[config.mk]
export PLATFORM = sky130hd
export DESIGN_NAME = dram_access_ctrl
export DESIGN_NICKNAME = d
export VERILOG_FILES = /design/src/rtl/dram_pkg.sv /design/src/rtl/dram_access_ctrl_watchdog.sv /design/src/rtl/dram_access_ctrl.sv
export SDC_FILE = /design/constraint.sdc
export NUM_CORES = 1
export LEC_CHECK = 0
export ABC_CLOCK_PERIOD_IN_PS = 3900
export CAP_MARGIN = 25
export CORE_UTILIZATION = 35
export DETAILED_ROUTE_END_ITERATION = 6
export PLACE_DENSITY = 0.63
export SYNTH_ARGS = -nofsm -noshare
export SYNTH_HDL_FRONTEND = slang
export SYNTH_SLANG_ARGS = --single-unit
[constraint.sdc]
create_clock -name clk -period 3.9 [get_ports clk]
set_clock_uncertainty 0.2 [all_clocks]
set_input_delay 0.78 -clock clk [delete_from_list [all_inputs] [get_ports clk]]
set_output_delay 0.78 -clock clk [all_outputs]
set_load 0.02 [all_outputs]
[src/rtl/dram_pkg.sv]
// Shared constants and FSM state encoding for the data-RAM access controller.
package dram_pkg;

  localparam int DRAM_ADDR_W = 12;
  localparam int DRAM_DATA_W = 8;
  localparam int DRAM_LEN_W  = 8;

  typedef enum logic [1:0] {
    IDLE   = 2'd0,
    ACCESS = 2'd1,
    GAP    = 2'd2
  } dram_state_e;

endpackage

[src/rtl/dram_access_ctrl_watchdog.sv]
// dram_watchdog: cycle counter that flags expiry after TIMEOUT_CYC enabled cycles.
// Present only when DRAM_CTRL_TIMEOUT_EN is defined.
`ifdef DRAM_CTRL_TIMEOUT_EN
module dram_watchdog #(
  parameter int TIMEOUT_CYC = 255
) (
  input  logic clk,
  input  logic rst_n,
  input  logic clr,
  input  logic en,
  output logic expire
);

  localparam int CNT_W = $clog2(TIMEOUT_CYC + 1);

  logic [CNT_W-1:0] cnt_q;

  always_ff @(posedge clk or negedge rst_n) begin
    if (!rst_n) begin
      cnt_q <= '0;
    end else if (clr) begin
      cnt_q <= '0;
    end else if (en) begin
      cnt_q <= cnt_q + 1'b1;
    end
  end

  // Fires during the TIMEOUT_CYC-th enabled cycle so the owner drops its request on the next edge.
  assign expire = en && (cnt_q == CNT_W'(TIMEOUT_CYC - 1));

endmodule
`endif

[src/rtl/dram_access_ctrl.sv]
// Initiator for the 4096x8 data RAM: single/burst reads and fills with done handshake.
// Optional watchdog on the RAM done pulse is enabled by defining DRAM_CTRL_TIMEOUT_EN.
module dram_access_ctrl
  import dram_pkg::*;
#(
  parameter int ADDR_W      = DRAM_ADDR_W,
  parameter int DATA_W      = DRAM_DATA_W,
  parameter int LEN_W       = DRAM_LEN_W,
  parameter int TIMEOUT_CYC = 255
) (
  input  logic              clk,
  input  logic              rst_n,
  input  logic              req_valid,
  output logic              req_ready,
  input  logic              req_we,
  input  logic [ADDR_W-1:0] req_addr,
  input  logic [LEN_W-1:0]  req_len,
  input  logic [DATA_W-1:0] req_wdata,
  output logic              rsp_valid,
  output logic [DATA_W-1:0] rsp_data,
  output logic              rsp_last,
  output logic              busy,
  output logic              err,
  output logic [ADDR_W-1:0] mem_addr,
  output logic [DATA_W-1:0] mem_wdata,
  output logic              mem_r_en,
  output logic              mem_w_en,
  input  logic [DATA_W-1:0] mem_rdata,
  input  logic              mem_done,
  output logic [1:0]        dbg_state
);

  // Request side: req_ready is high only in IDLE and a request transfers on any edge where
  // req_valid && req_ready. Response side: rsp_valid is a single-cycle pulse with no back-pressure.

  dram_state_e       state_q, state_d;
  logic [ADDR_W-1:0] addr_q, addr_d;
  logic [DATA_W-1:0] wdata_q, wdata_d;
  logic              we_q, we_d;
  logic [LEN_W-1:0]  remain_q, remain_d;
  logic              rsp_valid_q, rsp_valid_d;
  logic [DATA_W-1:0] rsp_data_q, rsp_data_d;
  logic              rsp_last_q, rsp_last_d;
  logic              r_en_q, w_en_q;
  logic              req_ready_q, busy_q;
  logic              tmo;

`ifdef DRAM_CTRL_TIMEOUT_EN
  logic wd_expire;
  logic err_q;

  dram_watchdog #(.TIMEOUT_CYC(TIMEOUT_CYC)) u_watchdog (
    .clk    (clk),
    .rst_n  (rst_n),
    .clr    (state_q != ACCESS),
    .en     (state_q == ACCESS),
    .expire (wd_expire)
  );

  assign tmo = wd_expire;

  // Sticky until the next request is accepted; a done arriving on the expiry cycle wins.
  always_ff @(posedge clk or negedge rst_n) begin
    if (!rst_n) begin
      err_q <= 1'b0;
    end else if (state_q == IDLE && req_valid) begin
      err_q <= 1'b0;
    end else if (state_q == ACCESS && !mem_done && tmo) begin
      err_q <= 1'b1;
    end
  end

  assign err = err_q;
`else
  logic unused_cfg;
  assign unused_cfg = (TIMEOUT_CYC != 0);
  assign tmo        = 1'b0;
  assign err        = 1'b0;
`endif

  always_comb begin
    state_d     = state_q;
    addr_d      = addr_q;
    wdata_d     = wdata_q;
    we_d        = we_q;
    remain_d    = remain_q;
    rsp_valid_d = 1'b0;
    rsp_data_d  = '0;
    rsp_last_d  = 1'b0;
    case (state_q)
      IDLE: begin
        if (req_valid) begin
          we_d     = req_we;
          addr_d   = req_addr;
          wdata_d  = req_wdata;
          remain_d = (req_len == '0) ? LEN_W'(1) : req_len;
          state_d  = ACCESS;
        end
      end
      ACCESS: begin
        if (mem_done) begin
          rsp_valid_d = 1'b1;
          rsp_data_d  = we_q ? '0 : mem_rdata;
          remain_d    = remain_q - 1'b1;
          addr_d      = addr_q + 1'b1;
          if (remain_q == LEN_W'(1)) begin
            rsp_last_d = 1'b1;
            state_d    = IDLE;
          end else begin
            state_d = GAP;
          end
        end else if (tmo) begin
          // Abandon the rest of the burst with a single zero-data terminating beat.
          rsp_valid_d = 1'b1;
          rsp_last_d  = 1'b1;
          remain_d    = '0;
          state_d     = IDLE;
        end
      end
      GAP: begin
        state_d = ACCESS;
      end
      default: begin
        state_d = IDLE;
      end
    endcase
  end

  always_ff @(posedge clk or negedge rst_n) begin
    if (!rst_n) begin
      state_q     <= IDLE;
      addr_q      <= '0;
      wdata_q     <= '0;
      we_q        <= 1'b0;
      remain_q    <= '0;
      rsp_valid_q <= 1'b0;
      rsp_data_q  <= '0;
      rsp_last_q  <= 1'b0;
      r_en_q      <= 1'b0;
      w_en_q      <= 1'b0;
      req_ready_q <= 1'b1;
      busy_q      <= 1'b0;
    end else begin
      state_q     <= state_d;
      addr_q      <= addr_d;
      wdata_q     <= wdata_d;
      we_q        <= we_d;
      remain_q    <= remain_d;
      rsp_valid_q <= rsp_valid_d;
      rsp_data_q  <= rsp_data_d;
      rsp_last_q  <= rsp_last_d;
      // Enables and status are registered from the next state so they align with it.
      r_en_q      <= (state_d == ACCESS) && !we_d;
      w_en_q      <= (state_d == ACCESS) && we_d;
      req_ready_q <= (state_d == IDLE);
      busy_q      <= (state_d != IDLE);
    end
  end

  assign req_ready = req_ready_q;
  assign busy      = busy_q;
  assign rsp_valid = rsp_valid_q;
  assign rsp_data  = rsp_data_q;
  assign rsp_last  = rsp_last_q;
  assign mem_addr  = addr_q;
  assign mem_wdata = wdata_q;
  assign mem_r_en  = r_en_q;
  assign mem_w_en  = w_en_q;
  assign dbg_state = state_q;

endmodule

# Yosys cells after proc, flatten, opt, wreduce, memory -nomap -nowiden
# Index checks and enable logic that the tools add are counted.
[word_totals]
input_bits = 41
output_inout_bits = 37
ff_bits = 45
[classes]
add_sub_neg = 2
reduce_logical = 10
n_mux = 21
eq_ne = 6
[ops]
columns = ["op", "count"]
rows = [
  ["$mux 8", 6],
  ["$mux 12", 2],
  ["$pmux 12 s2", 1],
  ["$pmux 8 s2", 1],
  ["$add 12x1->12 const B", 1],
  ["$eq 8x1->1 const B", 1],
  ["$logic_not 8->1", 1],
  ["$sub 8x1->8 const B", 1],
  ["$mux 1", 7],
  ["$mux 2", 3],
  ["$pmux 2 s3", 1],
  ["$eq 2x1->1 const B", 2],
  ["$logic_not 2->1", 2],
  ["$ne 2x2->1 const B", 2],
  ["$reduce_bool 2->1", 2],
  ["$reduce_and 3->1", 1],
  ["$eq 2x2->1 const B", 1],
  ["$logic_and 1x1->1", 2],
  ["$reduce_and 2->1", 1],
  ["$logic_not 1->1", 1],
]

# Depth between registers and ports, before layout
[logic_depth]
depth_word = 6
depth_mapped = 6
depth_no_buf = 6

# Least setup slack after synthesis
# OpenSTA, ideal clock, no wires.
[synth_timing]
path_type = "input -> register"
from = "input port req_len[4]"
to = "register remain_q[0]"
stages = 4
n_path_buf = 0
t_required_ps = 3613
arrival_ps = 1610
setup_slack_ps = 2003
path_cell_list = "or4_1 > nor4_1 > o21ai_0 > o211ai_1"
[synth_via]
elab_chain_cells = 4
[synth_lines]
columns = ["item", "line", "text"]
rows = [
  ["start: declaration", "dram_access_ctrl.sv:17", "input logic [LEN_W-1:0] req_len,"],
  ["$logic_not 8->1", "dram_access_ctrl.sv:96", "remain_d = (req_len == '0) ? LEN_W'(1) : req_len;"],
  ["$mux 8", "dram_access_ctrl.sv:96", ""],
  ["$mux 8", "dram_access_ctrl.sv:92", "if (req_valid) begin"],
  ["$pmux 8 s2", "dram_access_ctrl.sv:90", "case (state_q)"],
  ["end signal: assignment", "dram_access_ctrl.sv:148", "remain_q <= remain_d;"],
  ["end: declaration", "dram_access_ctrl.sv:40", "logic [LEN_W-1:0] remain_q, remain_d;"],
]
# No other way between the ends. The select of a mux whose other input is x is not followed.
# A chain may end at the register's enable or synchronous reset.

# Worst setup path after layout
[layout_timing]
from = "register state_q[1] (netlist: dbg_state[1])"
to = "output port dbg_state[1]"
[layout_rtl]
columns = ["item", "line", "text"]
rows = [
  ["start: declaration", "dram_access_ctrl.sv:36", "dram_state_e state_q, state_d;"],
  ["start signal: assignment", "dram_access_ctrl.sv:144", "state_q <= state_d;"],
  ["end: declaration", "dram_access_ctrl.sv:30", "output logic [1:0] dbg_state"],
]
# No word-level cell between the ends.

==> qor.txt <==
outcome - complete, no violations
Slew Limit Headroom - 41.5%
r2r startpoint - dbg_state[1]
Worst Path Arrival - 1.51 ns
share of layout cells above drive strength 1 - 11.6%
# Post-CTS Setup Buffers - 0
Yosys warning total - 0
total number of vias - 1809
FF/Latch Area - 1130 um2
critical path buffer and inverter count - 1
IR drop worst, VDD - 0.359 mV
end of the worst register-to-register path - mem_addr[9]
fmax - 0.401 GHz
HPWL Detailed - 3490 um
Crit Path Category - reg -> out
die width - 80.3 um
Placer Congestion - 0.758
die area - 6450 um2
CTS tree - built
FFs w/ async S/R, synth - 100%
Hold Vio Cnt, Final - 0
Slowest-stage cell, CP - clkdlybuf4s50_1
TritonCTS buffer count - 5
Root Buffer - clkbuf_8
Rows - 28
most frequent cells in the layout - clkdlybuf4s50_1, dfrtp_1, a21oi_1, nand2_1, nor2_1
Worst Path Max Fanout - 8
io pins - 78
Via density - 5.03
area occupied by multi-input gates - 937 um2
synthesized cell area - 2150 um2
DRC - 0
Overall Global Routing Usage - 16.8%
drt first-iter violations - 106
worst slew pin tran - 0.877 ns
Top FF cell, synth - dfrtp_1
Cell variety after synth - 51
die height - 80.3 um
synthesis-stage register bit count - 45
clock slew at reported path FFs - 0.09 ns
vias in the first global route - 1770
Initial Util - 36.2%
worst-path cell chain - clkdlybuf4s50_1
initial antenna violation count - 0
leakage power - 1.27 nW
final number of setup-violating endpoints - 0
pwr dens - 776 nW/um2
H-tree levels - 2
Ant. Diodes - 0
Sum Neg Setup Slack - 0 ns
Slew Viols, Final - 0
top-area cell type share of the netlist area - 51.3%
crit path time final - 2.49 ns
syn nets - 253
Post-CTS Hold Buffers - 0
Clk Latency, worst-skew pair - 0.30 ns
first-pass GRT wire length - 8270 um
slowest stage delay, CP - 0.68 ns
PostCTS Resize Cnt - 0
commonest non-fill, non-tap cell in the layout - clkdlybuf4s50_1
final wirelength - 4950 um
Crit path max-delay family - buffers and inverters
Syn-to-layout area delta - 43.3%
max-cap violations - 0
Area contributors post-synth - dfrtp_1, mux2_2, a21oi_1
post-synthesis instance total - 209
Core ar. - 5920 um2
register area share after synthesis - 52.5%
TritonRoute pass-1 iters - 4
RSZ-0062 raised after global routing - no
pin count of the biggest net entering global routing - 46
final instance area - 3080 um2
clock sinks - 45
Avg Inst Size Synth - 10.3 um2
Reg2Reg Depth - 4
FF-to-FF setup slack - 1.80 ns
number of synthesized flops with an enable pin - 0
largest area contributor in the netlist - dfrtp_1
startpoint types - register
Buffers on Ports - 76
hold crit path type - in -> async
CP required - 2.92 ns
crit share post-route - 63.9%
Placement Cell Area - 2950 um2
Crit. End Element - output port
CTS Buffer Depth - 2
final net count - 328
post-DR wirelength/cell - 13.8 um
Final ANT Viol Nets - 0
Layout fillers - 569
GRT Residual Overflow - 0
-- metrics by stage --
| step | power [mW] | worst slack (ns) | instances | hold slack [ns] | utilization, % |
|---|---|---|---|---|---|
| after floorplan | 1.62 | 2.00 | 209 | 0.266 | - |
| after global placement | 2.08 | 1.40 | 351 | 0.286 | 49.9 |
| after detailed placement | 2.09 | 1.36 | 351 | 0.295 | 49.9 |
| after CTS | 2.40 | 1.39 | 359 | 0.314 | 51.5 |
| after global routing | 2.57 | 1.37 | 360 | 0.281 | 51.9 |
| final | 2.39 | 1.41 | 360 | 0.250 | 51.9 |
-- worst max path at each step --
stage	start	to	slack, ns	cells after the start
CTS	dbg_state[1]	dbg_state[1]	1.39	1
global route	dbg_state[1]	dbg_state[1]	1.37	1
detailed placement	req_valid	mem_w_en	1.36	5
global placement	req_valid	mem_w_en	1.40	5
finish	dbg_state[1]	dbg_state[1]	1.41	1
floorplan	req_len[4]	remain_q[0]	2.00	4
-- cell type report --
cell class,instances,share of cell area (%)
Clock buffer,6,2.69
Clock inverter,2,0.448
Inverter,6,0.732
Multi-Input combinational cell,147,30.5
Sequential cell,45,36.7
Tap cell,75,3.05
Timing Repair Buffer,79,26.0
-- where the power goes --
group / switching [mW] / internal, mW / leakage [nW] / total (mW)
clock network: 0.165 / 0.144 / 0.0512 / 0.309
logic: 0.649 / 0.584 / 0.671 / 1.23
registers: 0.179 / 0.664 / 0.544 / 0.843
-- cells in the mapped netlist (3+ instances only) --
master / number
and3_1: 3
dfrtp_1: 44
o21ai_0: 5
a21oi_1: 19
and2_1: 9
ha_1: 3
nand3_1: 6
mux2_2: 9
nor2_1: 16
nand2_1: 16
buf_2: 7
a2bb2oi_1: 4
inv_1: 5
o21ai_1: 12
buf_4: 3
o2bb2ai_1: 3
-- cells by family (layout without fill, tap and decap cells) --
logic type / after synthesis / count (layout) / synth area share, %
buf+inv: 17 / 93 / 3.91
mux: 9 / 9 / 4.72
other cells: 1 / 1 / 0.175
compound gates: 64 / 64 / 19.0
fa+ha+maj: 3 / 3 / 1.75
flops: 45 / 45 / 52.5
simple gates: 70 / 70 / 17.9
-- state kept, by name, indices dropped and copies added, names as in the netlist, 2 cells and up --
name       count
mem_addr      12
mem_wdata      8
remain_q       8
rsp_data       8
dbg_state      2
-- metal layers --
metal / track usage, % / share of wire (%) / routed length [um] / vias up
met3: 2.95 / 3.5 / 173 / 4
met2: 29.0 / 49 / 2430 / 42
met4: 5.36 / 1.1 / 53 / 0
met5: 0 / 0 / 0 / -
li1: - / - / - / 902
met1: 21.1 / 46 / 2290 / 861
(Power assumes the default switching activity.)
